==> config.mk <==
export PLATFORM = sky130hd
export DESIGN_NAME = fir_tdm_mac_sched_flat
export DESIGN_NICKNAME = d
export VERILOG_FILES = /design/src/rtl/fir_tdm_mac_sched_pkg.sv /design/src/rtl/fir_tdm_mac_sched_if.sv /design/src/rtl/fir_tdm_mac_sched_coef_bank.sv /design/src/rtl/fir_tdm_mac_sched.sv /design/src/flat_wrapper.sv
export SDC_FILE = /design/constraint.sdc
export NUM_CORES = 2
export LEC_CHECK = 0
export BUFFER_PORTS_ARGS = -buffer_cell sky130_fd_sc_hd__buf_2
export CORE_UTILIZATION = 50
export CTS_CLUSTER_SIZE = 40
export DETAILED_ROUTE_END_ITERATION = 6
export PLACE_DENSITY = 0.67
export SLEW_MARGIN = 20
export SYNTH_ARGS = -nofsm -noshare
export SYNTH_HDL_FRONTEND = slang
export SYNTH_SLANG_ARGS = --single-unit
==> constraint.sdc <==
create_clock -name clk -period 22.1 [get_ports clk]
set_input_delay 1.105 -clock clk [delete_from_list [all_inputs] [get_ports clk]]
set_output_delay 1.105 -clock clk [all_outputs]
set_load 0.005 [all_outputs]
==> src/rtl/fir_tdm_mac_sched_pkg.sv <==
// Shared types and arithmetic helpers for the time-multiplexed FIR stages.
// Provides the scheduler state encoding, the accumulator width rule and the Q15 saturation rule.
package fir_sched_pkg;

  localparam int DATA_WIDTH    = 16;
  localparam int PRODUCT_WIDTH = 2 * DATA_WIDTH;
  localparam int MAX_TAPS      = 64;

  typedef enum logic [2:0] {
    IDLE,
    LOAD,
    MAC,
    SAT,
    OUT
  } state_t;

  // Guard bits make NUM_TAPS full-scale products fit without wrapping.
  function automatic int acc_width(input int n);
    return PRODUCT_WIDTH + $clog2(n) + 1;
  endfunction

  localparam int ACC_MAX_W = acc_width(MAX_TAPS);

  localparam logic signed [ACC_MAX_W-1:0] Q15_MAX = ACC_MAX_W'(32767);
  localparam logic signed [ACC_MAX_W-1:0] Q15_MIN = ACC_MAX_W'(-32768);

  // Callers sign-extend their accumulator to ACC_MAX_W before calling.
  function automatic logic [DATA_WIDTH-1:0] sat_q15(input logic signed [ACC_MAX_W-1:0] acc);
    logic signed [ACC_MAX_W-1:0] y;
    y = acc >>> 15;
    if (y > Q15_MAX) begin
      return 16'h7fff;
    end else if (y < Q15_MIN) begin
      return 16'h8000;
    end
    return y[DATA_WIDTH-1:0];
  endfunction

endpackage

==> src/rtl/fir_tdm_mac_sched_if.sv <==
// Sample, result and coefficient-host signals of the FIR MAC scheduler.
// The master side is the sample source / host / consumer; the slave side is the scheduler.
interface fir_tdm_mac_sched_if #(
  parameter int NUM_TAPS = 16
);
  import fir_sched_pkg::*;

  logic                          in_valid;
  logic                          in_ready;
  logic [DATA_WIDTH-1:0]         in_data;
  logic                          coef_we;
  logic [$clog2(NUM_TAPS)-1:0]   coef_addr;
  logic [DATA_WIDTH-1:0]         coef_data;
  logic                          cfg_err;
  logic                          clr_hist;
  logic                          out_valid;
  logic                          out_ready;
  logic [DATA_WIDTH-1:0]         out_data;
  logic                          busy;

  modport master (
    output in_valid, in_data, coef_we, coef_addr, coef_data, clr_hist, out_ready,
    input  in_ready, cfg_err, out_valid, out_data, busy
  );

  modport slave (
    input  in_valid, in_data, coef_we, coef_addr, coef_data, clr_hist, out_ready,
    output in_ready, cfg_err, out_valid, out_data, busy
  );

endinterface

==> src/rtl/fir_tdm_mac_sched_coef_bank.sv <==
// Coefficient register file: one synchronous write port, one combinational read port.
// Held in flops so the whole bank clears on reset.
module fir_coef_bank
  import fir_sched_pkg::*;
#(
  parameter int NUM_TAPS = 16
) (
  input  logic                        clk,
  input  logic                        rst,
  input  logic                        we_i,
  input  logic [$clog2(NUM_TAPS)-1:0] waddr_i,
  input  logic [DATA_WIDTH-1:0]       wdata_i,
  input  logic [$clog2(NUM_TAPS)-1:0] raddr_i,
  output logic [DATA_WIDTH-1:0]       rdata_o
);

  logic [DATA_WIDTH-1:0] mem_q [NUM_TAPS];

  // NOTE: the bank is built from flops rather than a RAM macro, so every entry can take the async reset.
  always_ff @(posedge clk or posedge rst) begin
    if (rst) begin
      for (int i = 0; i < NUM_TAPS; i++) mem_q[i] <= '0;
    end else if (we_i) begin
      mem_q[waddr_i] <= wdata_i;
    end
  end

  assign rdata_o = mem_q[raddr_i];

endmodule

==> src/rtl/fir_tdm_mac_sched.sv <==
// Time-division FIR scheduler: one multiplier and one accumulator walk NUM_TAPS taps per accepted
// sample, then the Q15-scaled, saturated result is offered on a valid/ready output.
module fir_tdm_mac_sched
  import fir_sched_pkg::*;
#(
  parameter int NUM_TAPS = 16,
  parameter int ACC_W    = acc_width(NUM_TAPS)
) (
  input  logic               clk,
  input  logic               rst,
  fir_tdm_mac_sched_if.slave bus
);

  localparam int AW = $clog2(NUM_TAPS);
  localparam logic [AW-1:0] K_LAST = AW'(NUM_TAPS - 1);

  state_t state_q, state_d;

  logic signed [DATA_WIDTH-1:0]    hist_q [NUM_TAPS];
  logic signed [DATA_WIDTH-1:0]    sample_q;
  logic [AW-1:0]                   wr_ptr_q;
  logic [AW-1:0]                   k_q;
  logic signed [ACC_W-1:0]         acc_q;
  logic [DATA_WIDTH-1:0]           out_data_q;
  logic                            cfg_err_q;

  logic                            idle;
  logic                            accept;
  logic [AW-1:0]                   rd_idx;
  logic signed [DATA_WIDTH-1:0]    coef_rd;
  logic signed [PRODUCT_WIDTH-1:0] product;
  logic signed [ACC_W-1:0]         product_ext;
  logic                            in_ready;
  logic                            out_valid;
  logic                            busy;

  assign idle   = (state_q == IDLE);
  assign accept = bus.in_valid && in_ready;

  // Newest sample sits at wr_ptr; tap k reaches k samples back, wrapping modulo the power-of-2 depth.
  assign rd_idx      = wr_ptr_q - k_q;
  assign product     = hist_q[rd_idx] * coef_rd;
  assign product_ext = {{(ACC_W - PRODUCT_WIDTH){product[PRODUCT_WIDTH-1]}}, product};

  fir_coef_bank #(
    .NUM_TAPS (NUM_TAPS)
  ) u_coef_bank (
    .clk     (clk),
    .rst     (rst),
    .we_i    (bus.coef_we && idle),
    .waddr_i (bus.coef_addr),
    .wdata_i (bus.coef_data),
    .raddr_i (k_q),
    .rdata_o (coef_rd)
  );

  always_ff @(posedge clk or posedge rst) begin
    if (rst) state_q <= IDLE;
    else     state_q <= state_d;
  end

  // NOTE: every output of this block gets a default first, so no path leaves one unassigned and no latch is inferred.
  always_comb begin
    state_d   = state_q;
    in_ready  = idle && !rst;
    out_valid = (state_q == OUT);
    busy      = !idle;
    case (state_q)
      IDLE:    if (bus.in_valid)   state_d = LOAD;
      LOAD:                        state_d = MAC;
      MAC:     if (k_q == K_LAST)  state_d = SAT;
      SAT:                         state_d = OUT;
      OUT:     if (bus.out_ready)  state_d = IDLE;
      default:                     state_d = IDLE;
    endcase
  end

  // NOTE: state registers use non-blocking assignments so every flop samples pre-edge values.
  always_ff @(posedge clk or posedge rst) begin
    if (rst) begin
      for (int i = 0; i < NUM_TAPS; i++) hist_q[i] <= '0;
      sample_q   <= '0;
      wr_ptr_q   <= '0;
      k_q        <= '0;
      acc_q      <= '0;
      out_data_q <= '0;
      cfg_err_q  <= 1'b0;
    end else begin
      cfg_err_q <= bus.coef_we && !idle;
      case (state_q)
        IDLE: begin
          if (bus.clr_hist) begin
            for (int i = 0; i < NUM_TAPS; i++) hist_q[i] <= '0;
            wr_ptr_q <= '0;
          end
          if (accept) sample_q <= bus.in_data;
        end
        LOAD: begin
          hist_q[wr_ptr_q] <= sample_q;
          acc_q            <= '0;
          k_q              <= '0;
        end
        MAC: begin
          acc_q <= acc_q + product_ext;
          k_q   <= k_q + 1'b1;
        end
        SAT: out_data_q <= sat_q15(ACC_MAX_W'(acc_q));
        OUT: if (bus.out_ready) wr_ptr_q <= wr_ptr_q + 1'b1;
        default: ;
      endcase
    end
  end

  assign bus.in_ready  = in_ready;
  assign bus.out_valid = out_valid;
  assign bus.busy      = busy;
  assign bus.out_data  = out_data_q;
  assign bus.cfg_err   = cfg_err_q;

endmodule

==> src/flat_wrapper.sv <==
// flat-port wrapper written by rule: the top's interface ports become plain ports
module fir_tdm_mac_sched_flat import fir_sched_pkg::*;
#(
  parameter int NUM_TAPS = 16,
  parameter int ACC_W    = acc_width(NUM_TAPS)
)
  (clk, rst, bus_in_valid, bus_in_data, bus_coef_we, bus_coef_addr, bus_coef_data, bus_clr_hist, bus_out_ready, bus_in_ready, bus_cfg_err, bus_out_valid, bus_out_data, bus_busy);
  fir_tdm_mac_sched_if #(.NUM_TAPS(NUM_TAPS)) bus_i ();
  input  logic clk;
  input  logic rst;
  input wire logic [$bits(bus_i.in_valid)-1:0] bus_in_valid;
  input wire logic [$bits(bus_i.in_data)-1:0] bus_in_data;
  input wire logic [$bits(bus_i.coef_we)-1:0] bus_coef_we;
  input wire logic [$bits(bus_i.coef_addr)-1:0] bus_coef_addr;
  input wire logic [$bits(bus_i.coef_data)-1:0] bus_coef_data;
  input wire logic [$bits(bus_i.clr_hist)-1:0] bus_clr_hist;
  input wire logic [$bits(bus_i.out_ready)-1:0] bus_out_ready;
  output wire logic [$bits(bus_i.in_ready)-1:0] bus_in_ready;
  output wire logic [$bits(bus_i.cfg_err)-1:0] bus_cfg_err;
  output wire logic [$bits(bus_i.out_valid)-1:0] bus_out_valid;
  output wire logic [$bits(bus_i.out_data)-1:0] bus_out_data;
  output wire logic [$bits(bus_i.busy)-1:0] bus_busy;
  assign bus_i.in_valid = bus_in_valid;
  assign bus_i.in_data = bus_in_data;
  assign bus_i.coef_we = bus_coef_we;
  assign bus_i.coef_addr = bus_coef_addr;
  assign bus_i.coef_data = bus_coef_data;
  assign bus_i.clr_hist = bus_clr_hist;
  assign bus_i.out_ready = bus_out_ready;
  assign bus_in_ready = bus_i.in_ready;
  assign bus_cfg_err = bus_i.cfg_err;
  assign bus_out_valid = bus_i.out_valid;
  assign bus_out_data = bus_i.out_data;
  assign bus_busy = bus_i.busy;
  fir_tdm_mac_sched #(.NUM_TAPS(NUM_TAPS), .ACC_W(ACC_W)) u_core (.clk(clk), .rst(rst), .bus(bus_i));
endmodule
# After elaboration in Yosys (flattened, before gate mapping)
# Cells that the tools add are included.
# totals
register_bits,593
out_inout_bits,20
elab_cells,110
# classes
n_addsub,4
multipliers,1
order_cmp,8
n_eq_ne,9
mux,29
bitwise_logic,4
n_reduce_logical,16
# op_table
cell,count
$bwmux W256,2
$pmux W256 S2,1
$mux W256,1
$mux W16,9
$bmux W16 S4,2
$demux W16 S4,2
$pmux W37 S2,1
$add A37 B32 Y37,1
$mul A16 B16 Y32,1
$gt A22 B16 Y1 const B,1
$lt A22 B16 Y1 const B,1
$ge A5 B5 Y1 const B,4
$not A4 Y5,4
$pmux W4 S2,2
$pmux W3 S5,1
$lt A5 B1 Y1 const B,2
$mux W3,3
$add A4 B1 Y4 const B,2
$mux W4,2
$eq A3 B2 Y1 const B,2
$logic_and A1 B1 Y1,6
$ne A2 B2 Y1 const B,3
$reduce_and A3 Y1,2
$reduce_bool A2 Y1,3
9 further kinds,13

# Depth between registers and ports, before layout
# logic_depth
word_depth,8
mapped_depth,37
depth_no_buf,33

# Hierarchy
# Synthesis repeated with hierarchy kept, for this count alone.
# hier_totals
cells_unflattened,3579
area_unflattened_um2,38737.2
# by_module_without_submodules
module,n_inst,cells_per_inst,area_per_inst_um2,seq_area_each_um2
fir_tdm_mac_sched,1,2863,27156.0,8433.1
fir_coef_bank,1,716,11581.1,6406.1

# Worst setup path after synthesis
# Ideal clock, no wire load.
# synth_timing
kind,flip-flop to flip-flop
from,register u_core.k_q[1]
to,register u_core.acc_q[36]
arrival_ps,8454
setup_slack_ps,13520
path_stages_with_launch,37
path_buffers,8
synth_period_minus_slack_ps,8580
path_cell_list,dfrtp_1 > buf_2 > buf_2 > buf_2 > inv_1 > fa_1 > buf_4 > buf_4 > buf_2 > buf_4 > mux4_2 > mux2i_1 > a21oi_1 > buf_2 > nand2_1 > fa_1 > inv_1 > fa_1 > fa_1 > inv_1 > fa_1 > inv_1 > fa_1 > inv_1 > fa_1 > inv_1 > ha_1 > a21oi_1 > nand4b_1 > o21ai_1 > nor3b_2 > o41ai_1 > o21ai_1 > a211oi_2 > a21oi_1 > xnor2_1 > o21ai_1
# synth_between
elab_chain_len,8
word_cells_on_any_way,12
classes_between,add/sub (2); mul (1); mux (7); bitwise (2)
# synth_rtl
element,line_no,rtl
"start, declared",fir_tdm_mac_sched.sv:22,logic [AW-1:0] k_q;
"start signal, assigned",fir_tdm_mac_sched.sv:105,k_q <= k_q + 1'b1;
$sub A4 B4 Y4,fir_tdm_mac_sched.sv:41,assign rd_idx = wr_ptr_q - k_q;
$not A4 Y5 (not written as such),fir_tdm_mac_sched.sv:42,assign product = hist_q[rd_idx] * coef_rd;
$bmux W16 S4,fir_tdm_mac_sched.sv:42,
$mux W16 (not written as such) (2 in a row),fir_tdm_mac_sched.sv:42,
$mul A16 B16 Y32 (*),fir_tdm_mac_sched.sv:42,
$add A37 B32 Y37 (*),fir_tdm_mac_sched.sv:104,acc_q <= acc_q + product_ext;
$pmux W37 S2 (*),fir_tdm_mac_sched.sv:90,case (state_q)
"end signal, assigned",fir_tdm_mac_sched.sv:104,
"end, declared",fir_tdm_mac_sched.sv:23,logic signed [ACC_W-1:0] acc_q;
# Mark *: on every way between the ends. The rest lies on a longest branch, timed or not. The select of a mux whose other input is x is not followed.
# A chain may end at the register's enable or synchronous reset.

# Final worst setup path
# Ends and elaborated chain as after synthesis.

==> results.json <==
{
  "required_ns": 22.58,
  "grt_pass1_vias": 26900,
  "startpoint": "u_core.k_q[1]",
  "period_share": 0.479,
  "finalHoldViolations": 0,
  "grt_start_max_net_pins": 258,
  "first_pass_iters": 5,
  "drtIter0Drc": 2032,
  "tightest_slew_ns": 1.14,
  "rr_worst_depth": 27,
  "synth_top_area_share": 0.384,
  "postRouteWirelength_mm": 90.7,
  "synth_common_cells": "nand2_1, dfrtp_1, inv_1, fa_1, o21ai_0",
  "met2WireLength_mm": 44.2,
  "clock-sinks": 593,
  "cts_buffers": 69,
  "min_period_ns": 10.58,
  "top_layer_used": "met5",
  "min_from": "u_core.acc_q[9]",
  "overflow": 0,
  "viasPerCell": 5.53,
  "clk_latency_ns": 0.65,
  "antenna_found_initial": 5,
  "hpwl_mm": 58.4,
  "crit_fanout": 54,
  "clk_path_buf_depth": 3,
  "hold_depth": 2,
  "globalplace.congestion": 0.810,
  "synth_edf_count": 0,
  "met3_length_mm": 4.92,
  "ys_seq_area_frac": 0.384,
  "vias": 25200,
  "fmax_mhz": 94.6,
  "post-synth-top-count-cell": "nand2_1",
  "synth_largest_area_cell": "dfrtp_1",
  "ys_seq_elements": 593,
  "cp-end-kind": "flip-flop",
  "r2r_start": "u_core.k_q[1]",
  "yosys-top-cells-area": "dfrtp_1, fa_1, mux2_2, mux4_2, nand2_1",
  "drv_cap": 0,
  "synth_nets": 4000,
  "slowest_stage": "fa_4",
  "areaGrowthSynthToFinish_pct": 9.67,
  "ctsResizeCount": 0,
  "syn_area_um2": 38700,
  "dpl.cell_count": 4440,
  "critPathMaxStageDelay_ns": 1.03,
  "root_buffer": "clkbuf_16",
  "drive_gt1_frac": 0.206,
  "synthFlopType": "dfrtp_1",
  "status": "finished, final reports clean",
  "avgSynthCellArea_um2": 11.0,
  "ioPinCount": 62,
  "synth_warnings": 0,
  "dieArea_um2": 78400,
  "wire_per_inst_um": 19.9,
  "num_rows": 101,
  "wl_met1_mm": 38.7,
  "ant_nets": 0,
  "rsz0062_at_grt": "no",
  "initial_utilization": 0.507,
  "port_buffers": 61,
  "timing.setup.tns_ns": 0,
  "fillers": 6373,
  "nets": 3961,
  "drcViolationCount": 0,
  "clk_pin_slew_ns": 0.06,
  "hold_buffers": 0,
  "postCtsSetupRepairBufs": 0,
  "die_w_um": 280,
  "async_reset_ff_frac": 1.00,
  "cp.arrival_ns": 11.06,
  "yosysUniqueCellTypes": 67,
  "cpMostUsedCell": "fa_1",
  "cts_tree": "done",
  "netlist_instances": 3522,
  "hold_path_class": "flip-flop to flip-flop",
  "clock_skew_ns": 0.0541,
  "htree_levels": 3,
  "track_usage": 0.244,
  "core_um2": 76200,
  "grt_pass1_wl_mm": 148,
  "setup_violations": 0,
  "slew_headroom": 0.238,
  "die_y_um": 280,
  "crit_type": "flip-flop to flip-flop",
  "instances_no_fill": 4566,
  "slew_violations": 0,
  "startpoint_type": "flip-flop"
}
## metal layers
metal	global-route usage	vias up
li1	-	11400
met1	0.328	13000
met2	0.405	616
met3	0.0395	175
met4	0.0782	6
met5	0	-
## per-stage QoR
step | util | setup slack [ns] | instance area (um2) | hold slack (ns)
floorplan | - | 4.40 | 38700 | 0.456
global placement | 0.522 | 11.69 | 39800 | 0.467
detailed placement | 0.522 | 11.54 | 39800 | 0.481
CTS | 0.556 | 11.50 | 42300 | 0.491
global route | 0.556 | 10.93 | 42400 | 0.502
finish | 0.556 | 11.52 | 42400 | 0.484
## registers in the layout (all words and copies together) (netlist names)
name and count:
u_core.acc_q 37, u_core.bus.cfg_err 1, u_core.bus.out_data 16, u_core.hist_q 256
u_core.k_q 4, u_core.sample_q 16, u_core.state_q 3, u_core.u_coef_bank.mem_q 256
u_core.wr_ptr_q 4
## final timing paths
check                                           endpoint  slack (ns)
setup / recovery                        u_core.acc_q[36]       11.52
hold reg to reg                          u_core.acc_q[9]        0.48
min in group asynchronous  u_core.u_coef_bank.mem_q[141]        0.66
setup reg to reg                        u_core.acc_q[36]       11.52
max in group asynchronous              u_core.hist_q[75]       19.07
hold / removal                           u_core.acc_q[9]        0.48
## cell usage in the layout, fill, tap and decap left out, types with 51 or more instances in the layout
master and n:
nand2_1 720, dfrtp_1 591, inv_1 348, fa_1 319, o21ai_0 291, mux2_2 282, mux4_2 140, ha_1 115
nor2b_1 69, clkbuf_16 69, buf_4 62, buf_2 61, nor2_1 59, a21oi_1 52, and2_1 51
## worst max-delay path, delay by kind of cell, from the launching register on
family | cells | cell delay [ns]
compound gates | 8 | 2.62
xor+xnor | 1 | 0.17
fa+ha+maj | 8 | 4.24
buf+inv | 5 | 1.16
flops | 1 | 0.91
mux | 2 | 0.87
simple gates | 3 | 0.40
## cells by family (layout without fill, tap and decap cells)
group	Yosys count	count (layout)	synth area share
compound gates	435	435	0.0632
xor+xnor	46	46	0.0106
fa+ha+maj	436	436	0.203
buf+inv	593	606	0.0625
flops	593	593	0.384
mux	446	446	0.170
other cells	0	1	0
simple gates	973	973	0.107
## layout make-up
type	instances	area, um2	area share
Multi-Input combinational cell	2336	21500	0.508
Sequential cell	593	14800	0.350
Clock buffer	90	1930	0.0454
Inverter	356	1340	0.0317
Tap cell	1030	1290	0.0304
Timing Repair Buffer	127	858	0.0202
Clock inverter	33	598	0.0141
Antenna cell	1	2.50	0.0000590
Power is not shown: default switching activity piles up to over one toggle a cycle in this logic, so the estimate is an artifact.
